[config.mk]
export PLATFORM = sky130hd
export DESIGN_NAME = alu_instr_encoder
export DESIGN_NICKNAME = d
export VERILOG_FILES = /design/src/rtl/alu_instr_encoder_pkg.sv /design/src/rtl/alu_instr_encoder_pack.sv /design/src/rtl/alu_instr_encoder.sv
export SDC_FILE = /design/constraint.sdc
export NUM_CORES = 1
export LEC_CHECK = 0
export CORE_MARGIN = 1
export CORE_UTILIZATION = 30
export CTS_CLUSTER_DIAMETER = 200
export DETAILED_ROUTE_END_ITERATION = 12
export DONT_BUFFER_PORTS = 1
export GPL_TIMING_DRIVEN = 1
export PLACE_DENSITY = 0.54
export SLEW_MARGIN = 20
export SYNTH_ARGS = -nofsm -noshare
export SYNTH_HDL_FRONTEND = slang
export SYNTH_HIERARCHICAL = 1
export SYNTH_SLANG_ARGS = --single-unit
[constraint.sdc]
create_clock -name clk -period 3.7 [get_ports clk]
set_input_delay 0.185 -clock clk [delete_from_list [all_inputs] [get_ports clk]]
set_output_delay 0.185 -clock clk [all_outputs]
set_load 0.05 [all_outputs]
[src/rtl/alu_instr_encoder_pkg.sv]
// alu_instr_encoder_pkg: ALU control codes, RV32 opcode/funct constants and encoder types
package alu_instr_encoder_pkg;
    typedef enum logic [3:0] {
        ALU_ADD = 4'd0,
        ALU_SUB = 4'd1,
        ALU_AND = 4'd2,
        ALU_OR  = 4'd3,
        ALU_XOR = 4'd4,
        ALU_SLL = 4'd5,
        ALU_SRL = 4'd6,
        ALU_MIN = 4'd7,
        ALU_MAX = 4'd8
    } alu_op_e;
    localparam logic [6:0] OPC_R      = 7'b0110011;
    localparam logic [6:0] OPC_I      = 7'b0010011;
    localparam logic [6:0] F7_BASE    = 7'b0000000;
    localparam logic [6:0] F7_SUB     = 7'b0100000;
    localparam logic [6:0] F7_MINMAX  = 7'b0000001;
    localparam logic [2:0] F3_ADD = 3'b000;
    localparam logic [2:0] F3_SUB = 3'b000;
    localparam logic [2:0] F3_AND = 3'b111;
    localparam logic [2:0] F3_OR  = 3'b110;
    localparam logic [2:0] F3_XOR = 3'b100;
    localparam logic [2:0] F3_SLL = 3'b001;
    localparam logic [2:0] F3_SRL = 3'b101;
    localparam logic [2:0] F3_MIN = 3'b000;
    localparam logic [2:0] F3_MAX = 3'b001;
    typedef enum logic [1:0] {S_IDLE, S_STREAM, S_DRAIN, S_DONE} state_e;
    typedef struct packed {
        logic [31:0] instr;
        logic [31:0] addr;
        logic        last;
    } word_t;
endpackage

[src/rtl/alu_instr_encoder_pack.sv]
// instr_pack: combinational R/I-type field packing with legality flag
module instr_pack
    import alu_instr_encoder_pkg::*;
(
    input  logic [3:0]  alucontrol,
    input  logic        is_imm,
    input  logic [4:0]  rd,
    input  logic [4:0]  rs1,
    input  logic [4:0]  rs2,
    input  logic [11:0] imm,
    output logic [31:0] instr,
    output logic        legal
);
    logic [6:0] f7;
    logic [2:0] f3;
    logic       r_legal;
    logic       i_legal;
    always_comb begin
        f7 = F7_BASE;
        f3 = F3_ADD;
        r_legal = 1'b1;
        case (alu_op_e'(alucontrol))
            ALU_ADD: f3 = F3_ADD;
            ALU_SUB: begin f7 = F7_SUB; f3 = F3_SUB; end
            ALU_AND: f3 = F3_AND;
            ALU_OR:  f3 = F3_OR;
            ALU_XOR: f3 = F3_XOR;
            ALU_SLL: f3 = F3_SLL;
            ALU_SRL: f3 = F3_SRL;
            ALU_MIN: begin f7 = F7_MINMAX; f3 = F3_MIN; end
            ALU_MAX: begin f7 = F7_MINMAX; f3 = F3_MAX; end
            default: r_legal = 1'b0;
        endcase
    end
    assign i_legal = alucontrol inside {ALU_ADD, ALU_AND, ALU_OR};
    assign legal   = is_imm ? i_legal : r_legal;
    assign instr   = !legal ? '0 :
                     is_imm ? {imm, rs1, f3, rd, OPC_I} : {f7, rs2, rs1, f3, rd, OPC_R};
endmodule

[src/rtl/alu_instr_encoder.sv]
// alu_instr_encoder: streams ALU requests into RV32 words with imem addresses via a stage + 2-entry FIFO
module alu_instr_encoder
    import alu_instr_encoder_pkg::*;
#(
    parameter logic [31:0] BASE_ADDR   = 32'h0000_0000,
    parameter int          DEPTH_WORDS = 64
) (
    input  logic        clk,
    input  logic        reset,
    input  logic        in_valid,
    output logic        in_ready,
    input  logic [3:0]  in_alucontrol,
    input  logic        in_is_imm,
    input  logic [4:0]  in_rd,
    input  logic [4:0]  in_rs1,
    input  logic [4:0]  in_rs2,
    input  logic [11:0] in_imm,
    input  logic        in_last,
    output logic        out_valid,
    input  logic        out_ready,
    output logic [31:0] out_instr,
    output logic [31:0] out_addr,
    output logic        out_last,
    output logic        err_illegal,
    output logic        busy,
    output logic        done,
    input  logic        clear
);
    localparam int IW = $clog2(DEPTH_WORDS);
    localparam word_t RST_WORD = '{instr: '0, addr: BASE_ADDR, last: 1'b0};
    state_e        state, state_nx;
    word_t         stg;
    word_t         mem [2];
    logic          stg_valid, rd_ptr, wr_ptr, err_q, legal, accept, push, pop;
    logic [1:0]    count;
    logic [IW-1:0] idx;
    logic [31:0]   word;
    instr_pack u_pack (
        .alucontrol(in_alucontrol),
        .is_imm    (in_is_imm),
        .rd        (in_rd),
        .rs1       (in_rs1),
        .rs2       (in_rs2),
        .imm       (in_imm),
        .instr     (word),
        .legal     (legal)
    );
    // stage and FIFO together never hold more than two words
    assign in_ready    = (state == S_IDLE || state == S_STREAM) && ((count + {1'b0, stg_valid}) < 2'd2);
    assign accept      = in_valid && in_ready;
    assign push        = stg_valid;
    assign pop         = out_valid && out_ready;
    assign out_valid   = count != 2'd0;
    assign out_instr   = mem[rd_ptr].instr;
    assign out_addr    = mem[rd_ptr].addr;
    assign out_last    = mem[rd_ptr].last;
    assign err_illegal = err_q;
    assign busy        = state == S_STREAM || state == S_DRAIN;
    assign done        = state == S_DONE;
    always_comb begin
        state_nx = state;
        case (state)
            S_IDLE:   if (accept) state_nx = in_last ? S_DRAIN : S_STREAM;
            S_STREAM: if (accept && in_last) state_nx = S_DRAIN;
            S_DRAIN:  if (!stg_valid && count == 2'd0) state_nx = S_DONE;
            S_DONE:   if (clear) state_nx = S_IDLE;
            default:  state_nx = S_IDLE;
        endcase
    end
    always_ff @(posedge clk) begin
        if (reset) begin
            state     <= S_IDLE;
            stg_valid <= 1'b0;
            stg       <= RST_WORD;
            mem[0]    <= RST_WORD;
            mem[1]    <= RST_WORD;
            rd_ptr    <= 1'b0;
            wr_ptr    <= 1'b0;
            count     <= 2'd0;
            idx       <= '0;
            err_q     <= 1'b0;
        end else begin
            state     <= state_nx;
            stg_valid <= accept && legal;
            err_q     <= accept && !legal;
            if (accept && legal) begin
                stg <= '{instr: word, addr: BASE_ADDR + 32'({idx, 2'b00}), last: in_last};
                idx <= idx + IW'(1);
            end else if (state == S_DONE && clear) begin
                idx <= '0;
            end
            if (push) begin
                mem[wr_ptr] <= stg;
                wr_ptr      <= ~wr_ptr;
            end
            if (pop) rd_ptr <= ~rd_ptr;
            count <= count + {1'b0, push} - {1'b0, pop};
        end
    end
endmodule

**After elaboration in Yosys (flattened, before gate mapping)**

Memories as Yosys holds them, arrays and structs flattened. A register that Yosys moved wholly into a read port is not among the register bits.
Index checks and enable logic that the tools add are counted.

- Register bits: 53
- RAM bits: 78
- Input port bits: 38
- Logic and storage cells: 79
- Memories: 1

- Add/sub/neg operators: 3
- $lt $le $gt $ge: 1
- Eq/ne operators: 15
- Multiplexer cells: 24
- Bitwise logic cells: 2
- Reduce and logical (&&, ||, !) cells: 23

Memories:

| memory | depth | bits a word | rd ports | clocked after Yosys merged registers in | wr ports | RTL line | source |
|---|---|---|---|---|---|---|---|
| mem | 2 | 39 | 1 | 1 | 2 | alu_instr_encoder.sv:33 | `word_t mem [2];` |

Operators with widths:

| operator | number |
|---|---|
| two-way mux 32 bit | 2 |
| two-way mux 39 bit | 1 |
| OR reduction 39 bit | 1 |
| == test 4 x 3 -> 1 bit, second input constant | 4 |
| case mux 3 bit (5 select lines) | 1 |
| two-way mux 6 bit | 2 |
| case mux 6 bit (2 select lines) | 1 |
| two-way mux 1 bit | 11 |
| two-way mux 2 bit | 5 |
| OR reduction 9 bit | 1 |
| == test 4 x 2 -> 1 bit, second input constant | 2 |
| logical AND 1 bit | 8 |
| case mux 2 bit (4 select lines) | 1 |
| adder 6 x 1 -> 6 bit, second input constant | 1 |
| inequality test 2 x 1 -> 1 bit, second input constant | 3 |
| == test 2 bit, second input constant | 2 |
| == test 4 x 1 -> 1 bit, second input constant | 1 |
| == test 4 bit, second input constant | 1 |
| logical NOT 2 bit | 2 |
| logical NOT 4 bit | 1 |
| AND reduction 4 bit | 1 |
| nonzero test 2 bit | 2 |
| OR reduction 2 bit | 2 |
| nonzero test 3 bit | 1 |
| 8 further kinds | 11 |

**Depth between registers and ports, before layout**

Gate-level depths: netlist (run 1).

- Depth in word-level cells: 7
- Mapped depth: 11

**Modules after synthesis**

The synthesis (run 1) kept the hierarchy.

By module, submodules not included:

| module | times used | cells an instance | area an instance (um^2) | seq. area each (um^2) |
|---|---|---|---|---|
| alu_instr_encoder | 1 | 496 | 5647.9 | 3423.3 |
| instr_pack | 1 | 59 | 397.9 | 0.0 |

**Worst setup path after synthesis (run 1)**

Ideal clock, no wire load.

- Path kind: in2reg
- Start: input in_alucontrol[2]
- End: register idx[3]
- Setup time: 0.095 ns
- Arrival time: 1.960 ns
- Required time: 3.605 ns
- Path slack: 1.644 ns
- Stages: 9
- Path buffers: 2
- Cell sequence: o31a_1 -> a2bb2oi_4 -> inv_2 -> buf_6 -> o21ai_0 -> or3_4 -> buf_6 -> or4_1 -> o311ai_1

- Cells in the longest elaborated chain, start to end: 6
- Elaborated cells on any way between the ends: 16

RTL lines:

| element | RTL line | source |
|---|---|---|
| start, declared | alu_instr_encoder.sv:12 | `input logic [3:0] in_alucontrol,` |
| == test 4 x 1 -> 1 bit, or another cell as far along | alu_instr_encoder_pack.sv:22 | `case (alu_op_e'(alucontrol))` |
| OR reduction 9 bit (no line) | -- |  |
| two-way mux 1 bit | alu_instr_encoder_pack.sv:22 |  |
| two-way mux 1 bit * | alu_instr_encoder_pack.sv:36 | `assign legal = is_imm ? i_legal : r_legal;` |
| named net legal | alu_instr_encoder.sv:34 | `logic stg_valid, rd_ptr, wr_ptr, err_q, legal, accept, push, pop;` |
| logical AND 1 bit * | alu_instr_encoder.sv:86 | `if (accept && legal) begin` |
| two-way mux 6 bit or nonzero test 2 bit (tied branches) | -- |  |
| end signal, assigned | alu_instr_encoder.sv:88 | `idx <= idx + IW'(1);` |
| end, declared | alu_instr_encoder.sv:36 | `logic [IW-1:0] idx;` |

The timed path passes the listed nets; every way through them passes the cells marked *.
A chain may end at the register's enable or synchronous reset.

**Worst setup path in the final report (run 1)**

- Start: register stg_valid (netlist: push)
- End: register idx[5]

- Cells in the longest elaborated chain, start to end: 6
- Elaborated cells on any way between the ends: 7

RTL lines:

| element | RTL line | source |
|---|---|---|
| start, declared | alu_instr_encoder.sv:34 |  |
| start signal, assigned | alu_instr_encoder.sv:84 | `stg_valid <= accept && legal;` |
| adder 2 x 1 -> 2 bit * | alu_instr_encoder.sv:49 | `assign in_ready = (state == S_IDLE \|\| state == S_STREAM) && ((count + {1'b0, stg_valid}) < 2'd2);` |
| < comparator 2 bit * | alu_instr_encoder.sv:49 |  |
| logical AND 1 bit * | alu_instr_encoder.sv:49 |  |
| logical AND 1 bit * | alu_instr_encoder.sv:50 | `assign accept = in_valid && in_ready;` |
| logical AND 1 bit * | alu_instr_encoder.sv:86 |  |
| two-way mux 6 bit or nonzero test 2 bit (tied branches) | -- |  |

Mark *: on every way between the ends. The rest lies on a longest branch, timed or not.

==> results.tsv, run 1 <==
stage	metric	value	unit
clock_network	ctsRootBufferMaster	clkbuf_16	
logic_synthesis	ys_warn_count	6	
placed_design	hpwl	7.80	mm
outcome	outcome	finished clean	
logic_synthesis	ys.flop_type	edfxtp_1	
critical_path	reg2reg_from	push$_SDFF_PP0_	
clock_network	cts_resized	0	
die	rows	51	
detailed_routing	detail_route.first_pass.iterations	4	
critical_path	path_cells	ha_1 > xor2_1 > or3_4 > nand2_1 > o311ai_0	
critical_path	crit_required	4.00	ns
die	ios	108	
final_layout	fill_cells	1954	
power_and_ir_drop	ir_drop	235	uV
logic_synthesis	yosys.area.top_type	edfxtp_1	
final_layout	diodes	0	
sta	skew	0.00625	ns
clock_network	cts_max_level	4	
logic_synthesis	synthCells	555	
sta	hold_viol	0	
global_routing	grt_pass1_vias	3652	
logic_synthesis	synth_top_area_share	38.7	%
global_routing	grt_overflow	0	
die	coreArea	19600	um^2
logic_synthesis	synth_xor_area_share	0.579	%
die	die-area	20700	um^2
clock_network	cts_tree	built	
logic_synthesis	ys_ff_latch	132	
logic_synthesis	synth_simple_gate_area_share	19.6	%
sta	slew_headroom	29.8	%
detailed_routing	drc	0	
logic_synthesis	synth_area_leaders	edfxtp_1 39%, dfxtp_1 18%, and2_1 9.7%	
clock_network	cts.clk_slew.worst_paths	0.06	ns
sta	drv_slew	0	
critical_path	crit_slowest_cell	or3_4	
global_routing	grt_antenna_before_repair	0	
hold_path	holdCritPathClass	primary input to flip-flop	
detailed_routing	ant_nets	0	
die	start_util	30.9	%
clock_network	clock_latency	0.41	ns
critical_path	crit_type	flip-flop to flip-flop	
sta	setup-tns-final	0	ns
global_routing	grt_start_max_net_pins	55	
critical_path	cp_max_fo	47	
logic_synthesis	async_flop_share	0	%
critical_path	cp-startpoint	push$_SDFF_PP0_	
global_routing	grt_pass1_wl	19.7	mm
final_layout	nNetsFinal	594	
placed_design	port_buffers	0	
die	fp.dieH	144	um
final_layout	area.growth.synth_to_final	13.2	%
critical_path	critPathArrivalTime	2.72	ns
logic_synthesis	synth_area	6050	um^2
critical_path	cp_slowest_stage_delay	0.60	ns
logic_synthesis	synth_edf_count	78	
clock_network	clock-sinks	132	
detailed_routing	post_drt_wl_per_cell	15.4	um
detailed_routing	wirelength	12.7	mm
detailed_routing	avgViaCountPerCell	4.52	
sta	fin_crit_sh	65.5	%
detailed_routing	vias	3737	
clock_network	cts_made_buffers	17	
power_and_ir_drop	cellPowerDensity	695	nW/um^2
logic_synthesis	synth_compound_area_share	6.21	%
sta	rsz0062_at_grt	no	
clock_network	clockBufferDepth	2	
critical_path	start_kind	flip-flop	
power_and_ir_drop	finalPower	4.75	mW
power_and_ir_drop	p_leak	2.54	nW
placed_design	globalplace.congestion	0.756	
sta	worst_pin_slew	1.05	ns
logic_synthesis	synthMuxAreaShare	8.42	%
hold_path	min_from	in_rs1[1]	
logic_synthesis	synth_cell_type_count	48	
sta	finalCriticalPeriod	2.42	ns
global_routing	grt_usage	12.8	%
die	die_width	144	um
logic_synthesis	synth_most_common_cell	and2_1	
logic_synthesis	post_synth_fa_ha_maj_area_fraction	1.45	%
logic_synthesis	ys_top_cells_by_count	94 x and2_1, 81 x nand2_1, 78 x edfxtp_1, 54 x dfxtp_1, 44 x a21oi_1	
detailed_routing	drt_iter0_drc	162	
logic_synthesis	synth_top_family_by_area	simple AND/OR/NAND/NOR gates	
final_layout	regArea	3420	um^2
sta	max_freq	413	MHz
sta	setup_violations	0	
logic_synthesis	syn_area_per_cell	10.9	um^2
logic_synthesis	ys_seq_area_share	56.6	%
critical_path	endpoint_kind	flip-flop	
job	cap_violations	0	
final_layout	multiInputGateArea	2310	um^2
final_layout	drive_above_1_share	14.4	%
## routing by layer
layer / track usage (%) / vias to the layer above / routed length, um
li1: - / 1820 / -
met1: 15.1 / 1793 / 5410
met2: 21.4 / 106 / 6240
met3: 4.20 / 18 / 873
met4: 5.38 / 0 / 176
met5: 0 / - / 0
## layout by cell type (no fill, tap or decap), types with 7 or more instances in the layout
master	n
a21oi_1	44
and2_1	94
clkbuf_16	17
conb_1	29
dfxtp_1	53
edfxtp_1	78
ha_1	7
inv_1	12
mux2_2	39
mux2i_1	7
nand2_1	81
nor2_1	17
## registers in the layout (all words and copies together) (netlist names), named ones only
| register | count |
|---|---|
| mem | 78 |
| wr_ptr | 1 |
| stg | 39 |
| count | 2 |
| push | 1 |
| err_illegal | 1 |
| rd_ptr | 1 |
| state | 2 |
| idx | 6 |
## per-stage QoR
| stage | hold WS (ns) | instance area (um^2) | utilization, % | cells | worst slack (ns) |
|---|---|---|---|---|---|
| floorplan | 0.321 | 6150 | - | 582 | 1.64 |
| global placement | 0.266 | 6130 | 31.3 | 788 | 1.22 |
| detailed placement | 0.269 | 6130 | 31.3 | 788 | 1.13 |
| CTS | 0.0165 | 6850 | 34.9 | 827 | 1.25 |
| global route | 0.0237 | 6850 | 34.9 | 827 | 1.10 |
| finish | 0.0328 | 6850 | 34.9 | 827 | 1.28 |
## area by class of cell
class                           instances  share of cell area (%)
Multi-Input combinational cell        375                    33.7
Sequential cell                       132                    50.0
Clock inverter                          9                    1.79
Tap cell                              265                    4.84
Inverter                               13                   0.713
Timing Repair Buffer                   10                    1.50
Clock buffer                           23                    7.42
## cells by family after synthesis
family          Yosys count
xor+xnor                  4
compound gates           62
buf+inv                  75
mux                      46
other cells               2
simple gates            227
fa+ha+maj                 7
flops                   132
## power by group
group | switching, mW | leakage (nW) | internal [mW] | total (mW)
logic | 0.922 | 0.989 | 0.286 | 1.21
clock network | 0.586 | 0.306 | 1.16 | 1.75
registers | 0.130 | 1.25 | 1.67 | 1.80
total | 1.64 | 2.54 | 3.12 | 4.75
## final timing paths
kind	end	slack, ns	depth (start not counted)
setup reg to reg	idx[5]$_SDFFE_PP0P_	1.28	5
hold / removal	stg[49]$_SDFFE_PP0P_	0.03	3
hold reg to reg	stg[45]$_SDFFE_PP0P_	0.46	2
setup / recovery	idx[5]$_SDFFE_PP0P_	1.28	5
## timing repair
action,CTS,global route
hold endpoints to repair,54,0
hold buffers,7,0
buffers inserted,0,0
## worst max-delay path, delay by kind of cell, from the launching register on
kind	cells	cell delay, ns
AND/OR/NAND/NOR	2	0.80
adder cells (fa/ha/maj)	1	0.19
AO/OA/AOI/OAI	1	0.33
flip-flops	1	0.42
XOR/XNOR	1	0.56
Note: power is estimated with default switching activity, not from simulation.
==> run 2: changes to the inputs <==
--- a/config.mk
+++ b/config.mk
@@ -5,13 +5,14 @@
 export SDC_FILE = /design/constraint.sdc
 export NUM_CORES = 1
 export LEC_CHECK = 0
+export ABC_AREA = 1
 export CORE_MARGIN = 1
 export CORE_UTILIZATION = 30
 export CTS_CLUSTER_DIAMETER = 200
 export DETAILED_ROUTE_END_ITERATION = 12
 export DONT_BUFFER_PORTS = 1
 export GPL_TIMING_DRIVEN = 1
-export PLACE_DENSITY = 0.54
+export PLACE_DENSITY = 0.55
 export SLEW_MARGIN = 20
 export SYNTH_ARGS = -nofsm -noshare
 export SYNTH_HDL_FRONTEND = slang
==> constraint.sdc (replaced) <==
create_clock -name clk -period 2 [get_ports clk]
set_input_delay 0.1 -clock clk [delete_from_list [all_inputs] [get_ports clk]]
set_output_delay 0.1 -clock clk [all_outputs]
set_load 0.05 [all_outputs]
==> run 2 against run 1 <==
  * Register-to-register slack worse by 0.89 ns
  * First-iteration DRC count down 10%
  * Worst setup slack worse by 1.0 ns
  * Utilization up 0.31 points
  * Global-route usage down 0.39 points
  * Sequential power up 82%
  * Critical path type is now flip-flop to primary output
==> results.tsv, run 2 <==
stage	metric	value	unit	change
power_and_ir_drop	cellPowerDensity	1240	nW/um^2	was 695 nW/um^2
final_layout	top_register	mem		unchanged
clock_network	cts_made_buffers	17		unchanged
detailed_routing	ant_nets	0		unchanged
final_layout	top_regs	mem: 78 flops, stg: 39 flops, idx: 6 flops		unchanged
die	coreArea	19600	um^2	unchanged
critical_path	start_kind	flip-flop		unchanged
final_layout	largest_reg_flops	78		unchanged
critical_path	rr_worst_depth	8		was 5
detailed_routing	wirelength	11.9	mm	was 12.7 mm
sta	fin_crit_sh	86.8	%	
clock_network	cts_max_level	4		unchanged
die	die-area	20700	um^2	about the same
hold_path	hold_path_end	stg[61]$_SDFFE_PP0P_		was stg[49]$_SDFFE_PP0P_
global_routing	grt_start_max_net_pins	76		was 55
critical_path	cp_slowest_stage_delay	0.34	ns	was 0.60 ns
logic_synthesis	synth_area_leaders	edfxtp_1 39%, dfxtp_1 18%, mux2_2 7.3%		was edfxtp_1 39%, dfxtp_1 18%, and2_1 9.7%
logic_synthesis	synth_cell_type_count	29		was 48
detailed_routing	vias	3741		was 3737
die	start_util	30.9	%	about the same
placed_design	port_buffers	0		unchanged
sta	slew_headroom	66.0	%	was 29.8%
clock_network	clock-sinks	132		unchanged
placed_design	hpwl	7.78	mm	was 7.80 mm
job	cap_violations	0		unchanged
logic_synthesis	synth_most_common_cell	nor2_1		was and2_1
logic_synthesis	syn_area_per_cell	9.94	um^2	was 10.9 um^2
die	die_width	144	um	about the same
hold_path	holdCritPathClass	primary input to flip-flop		unchanged
global_routing	grt_antenna_before_repair	0		unchanged
die	ios	108		unchanged
hold_path	holdPathStages	4		was 3
critical_path	crit_required	1.90	ns	was 4.00 ns
sta	drv_slew	0		unchanged
clock_network	clockBufferDepth	2		unchanged
logic_synthesis	ys_top_cells_by_count	94 x nor2_1, 78 x edfxtp_1, 78 x inv_1, 54 x dfxtp_1, 49 x a21oi_1		was 94 x and2_1, 81 x nand2_1, 78 x edfxtp_1, 54 x dfxtp_1, 44 x a21oi_1
sta	rsz0062_at_grt	no		unchanged
final_layout	area.growth.synth_to_final	14.1	%	was 13.2%
critical_path	cpLargestDelayFamily	buffers and inverters		was simple AND/OR/NAND/NOR gates
die	fp.dieH	144	um	about the same
logic_synthesis	ys.flop_type	edfxtp_1		unchanged
clock_network	cts_setup_buffers	0		unchanged
critical_path	path_cells	ha_1 > inv_1 > nand2_1 > nand2_2 > inv_1 > a21oi_1 > buf_4		was ha_1 > xor2_1 > or3_4 > nand2_1 > o311ai_0
power_and_ir_drop	ir_drop	719	uV	was 235 uV
detailed_routing	detail_route.first_pass.iterations	4		unchanged
sta	setup_violations	0		unchanged
global_routing	grt_pass1_vias	3507		was 3652
power_and_ir_drop	p_leak	2.68	nW	was 2.54 nW
critical_path	crit_type	flip-flop to primary output		was flip-flop to flip-flop
critical_path	r2r_end	stg[46]$_SDFFE_PP0P_		was idx[5]$_SDFFE_PP0P_
clock_network	cts_tree	built		unchanged
die	rows	51		unchanged
detailed_routing	avgViaCountPerCell	4.17		was 4.52
outcome	outcome	finished clean		unchanged
clock_network	cts.clk_slew.worst_paths	0.06	ns	about the same
final_layout	nNetsFinal	665		was 594
hold_path	min_from	in_imm[8]		was in_rs1[1]
final_layout	final_common_cell	nor2_1		was and2_1
critical_path	crit_top_cell	inv_1		
sta	hold_viol	0		unchanged
critical_path	cp.buffers_inverters	3		was 0
placed_design	globalplace.congestion	0.766		was 0.756
critical_path	crit_slowest_cell	dfxtp_1		was or3_4
final_layout	postLayoutCoreUtil	35.3	%	was 34.9%
critical_path	rrSetupSlack	0.39	ns	was 1.28 ns
sta	finalCriticalPeriod	1.74	ns	
sta	max_freq	576	MHz	
sta	worst_pin_slew	0.509	ns	was 1.05 ns
final_layout	final_cell_mix	94 x nor2_1, 78 x inv_1, 78 x edfxtp_1		was 94 x and2_1, 81 x nand2_1, 78 x edfxtp_1
logic_synthesis	synth_edf_count	78		unchanged
logic_synthesis	synth_area	6050	um^2	about the same
critical_path	cp_max_fo	4		was 47
critical_path	critPathArrivalTime	1.64	ns	was 2.72 ns
detailed_routing	drt_iter0_drc	145		was 162
logic_synthesis	synthCells	609		was 555
global_routing	grt_overflow	0		unchanged
global_routing	grt_pass1_wl	18.9	mm	was 19.7 mm
logic_synthesis	synth_top_area_share	38.7	%	about the same
clock_network	ctsRootBufferMaster	clkbuf_16		unchanged
final_layout	drive_above_1_share	19.0	%	was 14.4%
global_routing	grt_usage	12.4	%	was 12.8%
detailed_routing	drc	0		unchanged
critical_path	reg2reg_from	state[0]$_SDFFE_PP0P_		was push$_SDFF_PP0_
clock_network	clock_latency	0.42	ns	was 0.41 ns
logic_synthesis	ys_warn_count	6		unchanged
logic_synthesis	yosys.area.top_type	edfxtp_1		unchanged
sta	skew	0.00808	ns	was 0.00625 ns
final_layout	diodes	0		unchanged
logic_synthesis	ys_ff_latch	132		unchanged
logic_synthesis	async_flop_share	0	%	unchanged
critical_path	endpoint_kind	primary output		was flip-flop
sta	setup-tns-final	0	ns	unchanged
detailed_routing	post_drt_wl_per_cell	13.3	um	was 15.4 um
logic_synthesis	ys_seq_area_share	56.6	%	about the same
[run 2: kinds of logic (layout without fill, tap and decap cells)]
kind of cell,Yosys count,count (layout),synth area share [%]
AO/OA/AOI/OAI,95,95,7.96
buffers and inverters,142,139,11.9
AND/OR/NAND/NOR,186,186,13.8
adder cells (fa/ha/maj),7,7,1.45
other,2,29,0.124
XOR/XNOR,1,1,0.145
flip-flops,132,132,56.6
multiplexers,44,44,8.08
[run 2: metal layers]
metal  global-route usage (%)  wire (um)  share of wire, %
met1                     14.7       5240                44
met2                     20.8       5820                49
met3                     4.04        638               5.4
met4                     5.04        206               1.7
met5                        0          0                 0
[run 2: worst max-delay path by stage]
stage	start	endpoint	slack, ns	depth (start not counted)
2_1_floorplan	push$_SDFF_PP0_	mem[0][0]$_SDFFCE_PN0P_	0.02	5
3_3_place_gp	state[0]$_SDFFE_PP0P_	stg[8]$_SDFFE_PP0P_	0.46	8
3_5_place_dp	state[1]$_SDFFE_PP0P_	stg[46]$_SDFFE_PP0P_	0.40	8
4_1_cts	push$_SDFF_PP0_	in_ready	0.22	7
5_1_grt	push$_SDFF_PP0_	in_ready	0.15	7
6_report	push$_SDFF_PP0_	in_ready	0.26	7
[run 2: metrics by stage]
step	std cells	setup WS (ns)	power (mW)	instance area, um^2	hold slack (ns)
6_report	898	0.265	8.57	6910	0.00756
5_1_grt	898	0.148	9.00	6910	0.0298
4_1_cts	898	0.218	8.68	6910	0.00393
3_5_place_dp	858	0.397	5.54	6240	0.173
3_3_place_gp	858	0.457	5.54	6240	0.173
2_1_floorplan	636	0.0221	5.25	6150	0.167
[run 2: where the power goes]
| group | internal [mW] | leakage [nW] | switching [mW] | total (mW) |
|---|---|---|---|---|
| logic | 0.568 | 1.15 | 1.63 | 2.20 |
| registers | 3.17 | 1.25 | 0.104 | 3.28 |
| clock network | 1.98 | 0.284 | 1.11 | 3.09 |
| total | 5.72 | 2.68 | 2.85 | 8.57 |
[run 2: worst min-delay path: stages]
cell and delay, ns:
inv_1 0.05, nor2_1 0.04, o21ai_0 0.14, a21oi_1 0.04
[run 2: timing repair]
item                                    4_1_cts  5_1_grt
resized for setup                             0        0
endpoints found under the setup margin        0        0
hold buffers                                  8        0
hold endpoints to repair                     13        0
[run 2: layout make-up]
cell class | count | area [um^2]
tap | 265 | 332
timing repair buffer | 25 | 233
clock buffer | 22 | 454
inverter | 82 | 308
multi-input combinational | 362 | 2020
fill | 2000 | 12700
clock inverter | 10 | 134
sequential | 132 | 3420
